[config.mk]
export PLATFORM = sky130hd
export DESIGN_NAME = adder_8bit
export DESIGN_NICKNAME = d
export VERILOG_FILES = /design/src/rtl/adder_8bit_pkg.sv /design/src/rtl/adder_8bit_full_adder.sv /design/src/rtl/adder_8bit.sv
export SDC_FILE = /design/constraint.sdc
export NUM_CORES = 1
export LEC_CHECK = 0
export ABC_AREA = 1
export CAP_MARGIN = 20
export CELL_PAD_IN_SITES_DETAIL_PLACEMENT = 0
export CELL_PAD_IN_SITES_GLOBAL_PLACEMENT = 1
export CORE_UTILIZATION = 21
export CTS_CLUSTER_SIZE = 28
export DETAILED_ROUTE_END_ITERATION = 10
export HOLD_SLACK_MARGIN = 0.05
export PLACE_DENSITY = 0.77
export SETUP_SLACK_MARGIN = 0.2
export SLEW_MARGIN = 20
export SYNTH_ARGS = -nofsm -noshare
export SYNTH_HDL_FRONTEND = slang
export SYNTH_HIERARCHICAL = 1
export SYNTH_SLANG_ARGS = --single-unit
[constraint.sdc]
create_clock -name clk -period 6.7 [get_ports clk]
set_clock_uncertainty 0.2 [all_clocks]
set_input_delay 1.34 -clock clk [delete_from_list [all_inputs] [get_ports clk]]
set_output_delay 1.34 -clock clk [all_outputs]
set_load 0.02 [all_outputs]
[src/rtl/adder_8bit_pkg.sv]
// Shared types for the 8-bit ripple-carry adder: result bundle and its reset value.
package adder_8bit_pkg;

  localparam int ADDER_WIDTH = 8;

  typedef struct packed {
    logic                   carry_out;
    logic                   overflow;
    logic [ADDER_WIDTH-1:0] sum;
  } add_result_t;

  localparam add_result_t RESULT_RESET = '{carry_out: 1'b0, overflow: 1'b0, sum: '0};

endpackage

[src/rtl/adder_8bit_full_adder.sv]
// Single-bit full adder cell used as one stage of the ripple-carry chain.
module full_adder (
  input  logic a,
  input  logic b,
  input  logic cin,
  output logic s,
  output logic cout
);

  assign s    = a ^ b ^ cin;
  assign cout = (a & b) | (cin & (a ^ b));

endmodule

[src/rtl/adder_8bit.sv]
// 8-bit ripple-carry adder with combinational sum/carry/overflow and a
// registered copy of all three, cleared asynchronously by rst_n.
module adder_8bit
  import adder_8bit_pkg::*;
#(
  parameter int WIDTH = ADDER_WIDTH
) (
  input  logic             clk,
  input  logic             rst_n,
  input  logic [WIDTH-1:0] a,
  input  logic [WIDTH-1:0] b,
  input  logic             carry_in,
  output logic [WIDTH-1:0] sum,
  output logic             carry_out,
  output logic             overflow,
  output logic [WIDTH-1:0] sum_q,
  output logic             carry_out_q,
  output logic             overflow_q
);

  // carry[i] is the carry into bit i; carry[WIDTH] is the final carry out.
  logic [WIDTH:0] carry;
  add_result_t    result_next;
  add_result_t    result_reg;

  assign carry[0] = carry_in;

  generate
    for (genvar gi = 0; gi < WIDTH; gi++) begin : g_stage
      full_adder u_fa (
        .a    (a[gi]),
        .b    (b[gi]),
        .cin  (carry[gi]),
        .s    (sum[gi]),
        .cout (carry[gi+1])
      );
    end
  endgenerate

  assign carry_out = carry[WIDTH];
  // Signed overflow: carry into the sign bit disagrees with carry out of it.
  assign overflow  = carry[WIDTH-1] ^ carry[WIDTH];

  always_comb begin
    result_next           = RESULT_RESET;
    result_next.sum       = sum;
    result_next.carry_out = carry_out;
    result_next.overflow  = overflow;
  end

  always_ff @(posedge clk or negedge rst_n) begin
    if (!rst_n) begin
      result_reg <= RESULT_RESET;
    end else begin
      result_reg <= result_next;
    end
  end

  assign sum_q       = result_reg.sum;
  assign carry_out_q = result_reg.carry_out;
  assign overflow_q  = result_reg.overflow;

endmodule

==> results.yml <==
outcome:
  outcome: "finished clean"
yosys:
  synth_top_area_frac: 0.583
  yosys-top-cells-count: "dfrtp_1, fa_1, nand2_1"
  synthesis.area_um2: 429
  yosysMostFrequentCell: "dfrtp_1"
  synth-edff-count: 0
  synth.distinct_cells: 4
  async_reset_ff_frac: 1.00
  avgSynthCellArea_um2: 18.7
  ys_seq_area_frac: 0.583
  synth_cells: 23
  yosys_most_used_dff: "dfrtp_1"
  synth_fp_nets: 50
  yosys-top-cells-area: "dfrtp_1, fa_1, nand2_1"
  yosys.area.top_type: "dfrtp_1"
  ys_warn_count: 6
  synth_seq_cells: 10
pwr:
  powerDensity_nw_per_um2: 236
  power_uw: 220
  cellLeakagePower_nw: 0.393
  irDropWorstVdd_v: 0.0000893
place:
  place_congestion: 0.655
  dpl.cell_count: 90
  numPortBuffers: 38
drt:
  wirelength_um: 917
  vias: 353
  drtAntennaViolNets: 0
  vias_per_cell: 3.68
  first_iter_violations: 1
  wl_per_cell_um: 9.55
  drc_errors: 0
  dr.pass1.iters: 4
cells_and_area:
  diodes: 0
  layout.nets: 100
  drive_above_1_share: 0.296
  synthToLayoutAreaGrowth_pct: 117
  stdcell_count: 96
timing:
  report.final.slew_viol_count: 0
  worst_pin_slew_ps: 397
  fmax_mhz: 157
  setup_viol: 0
  tns_ps: 0
  period_needed_ps: 6380
  rsz0062_at_grt: "no"
  fin_crit_sh: 0.953
  relSlewSlack: 0.735
  hold_viol_final: 0
global_routing:
  gr-usage-all-layers: 0.0923
  grt_pass1_vias: 339
  antenna_found_initial: 0
  grt_pass1_wl_um: 1350
  grt_max_degree: 11
  overflow: 0
clock_tree:
  cts_tree: "built"
  clock-sinks: 10
  cts_buffers: 3
  cts_buffer_depth: 2
  clkTransAtPathRegs_ps: 50
  cts_root_buf: "clkbuf_4"
  cts_max_level: 1
floorplanning:
  die_w_um: 47.2
  rows: 15
  coreArea_um2: 1820
  io_pins: 39
  die_area_um2: 2230
  initial_core_util: 0.236
  die_y_um: 47.2
critical_path:
  cp.buffers_inverters: 3
  worstSetupPathType: "input port to output port"
  critPathLaunch: "carry_in"
  critical_path.max_stage_delay_ps: 380
  worst_path_most_repeated_cell: "fa_2"
  cp-end-kind: "output port"
  critPathLaunchType: "input port"
  arrival_ps: 4840
  required_ps: 5160
  critical_path.slowest_cell: "fa_2"
  crit_chain: "dlygate4sd2_1 -> fa_2 -> fa_2 -> fa_2 -> fa_2 -> fa_2 -> fa_2 -> fa_2 -> fa_2 -> inv_1 -> nand2_1 -> nand2_2 -> buf_6"
  path_max_fanout: 4
  cp_top_family: "adder cells"
min_path:
  hold_path.class: "input port to async pin"
flow_run:
  cap_violations: 0
==> layout make-up <==
cell class,instances,area (um2)
inverter,2,7.51
sequential,10,250
fill,167,887
clock buffer,3,22.5
timing repair buffer,45,428
multi-input combinational,11,194
tap,25,31.3
==> layer usage <==
metal / track usage / vias up / wire length, um
met3: 0.0115 / 2 / 64
met2: 0.161 / 22 / 537
met1: 0.102 / 161 / 290
li1: - / 168 / -
met5: 0 / - / 0
met4: 0.0686 / 0 / 25
==> registers in the layout (all words and copies together) (netlist names) <==
register / cells
overflow_q: 1
sum_q: 8
carry_out_q: 1
==> logic make-up (layout without fill, tap and decap cells) <==
logic type,after synthesis,after routing,share of synthesized area
buffers and inverters,2,50,0.0175
AND/OR/NAND/NOR,3,3,0.0262
adder cells (fa/ha/maj),8,8,0.373
flip-flops,10,10,0.583
==> stage by stage <==
stage,setup slack [ps],util,hold WS [ps],instance area [um2]
4_1_cts,230,0.513,1200,933
5_1_grt,210,0.513,1210,933
2_1_floorplan,273,-,844,429
3_5_place_dp,-692,0.478,1460,871
6_report,318,0.513,1190,933
3_3_place_gp,-667,0.478,1460,871
==> cells in the final DEF (no fill, tap or decap), drive strengths merged <==
cell type and instances:
nand2 3, buf 9, dlygate4sd2 3, clkdlybuf4s15 2, clkbuf 3, clkdlybuf4s50 31
fa 8, dfrtp 10, inv 2
==> worst max path at each step <==
stage,to,slack [ps],cells past startpoint
6_report,overflow,320,13
5_1_grt,overflow,210,13
4_1_cts,overflow,230,13
3_5_place_dp,overflow,-690,13
3_3_place_gp,overflow,-670,13
2_1_floorplan,overflow,270,11
==> power breakdown <==
group          total, mW  internal [mW]  switching (mW)
sequential        0.0732         0.0710         0.00219
clock             0.0351         0.0204          0.0147
combinational      0.112         0.0599          0.0517
total              0.220          0.151          0.0686
==> timing repair <==
action                     CTS  global route
setup endpoints to repair    4             3
buffers inserted             3             0
cloned                       0             0
hold buffers                 0             0
pin swaps                    9             3
resized for setup           27             0
No activity file was read; power rests on OpenSTA's default activity.
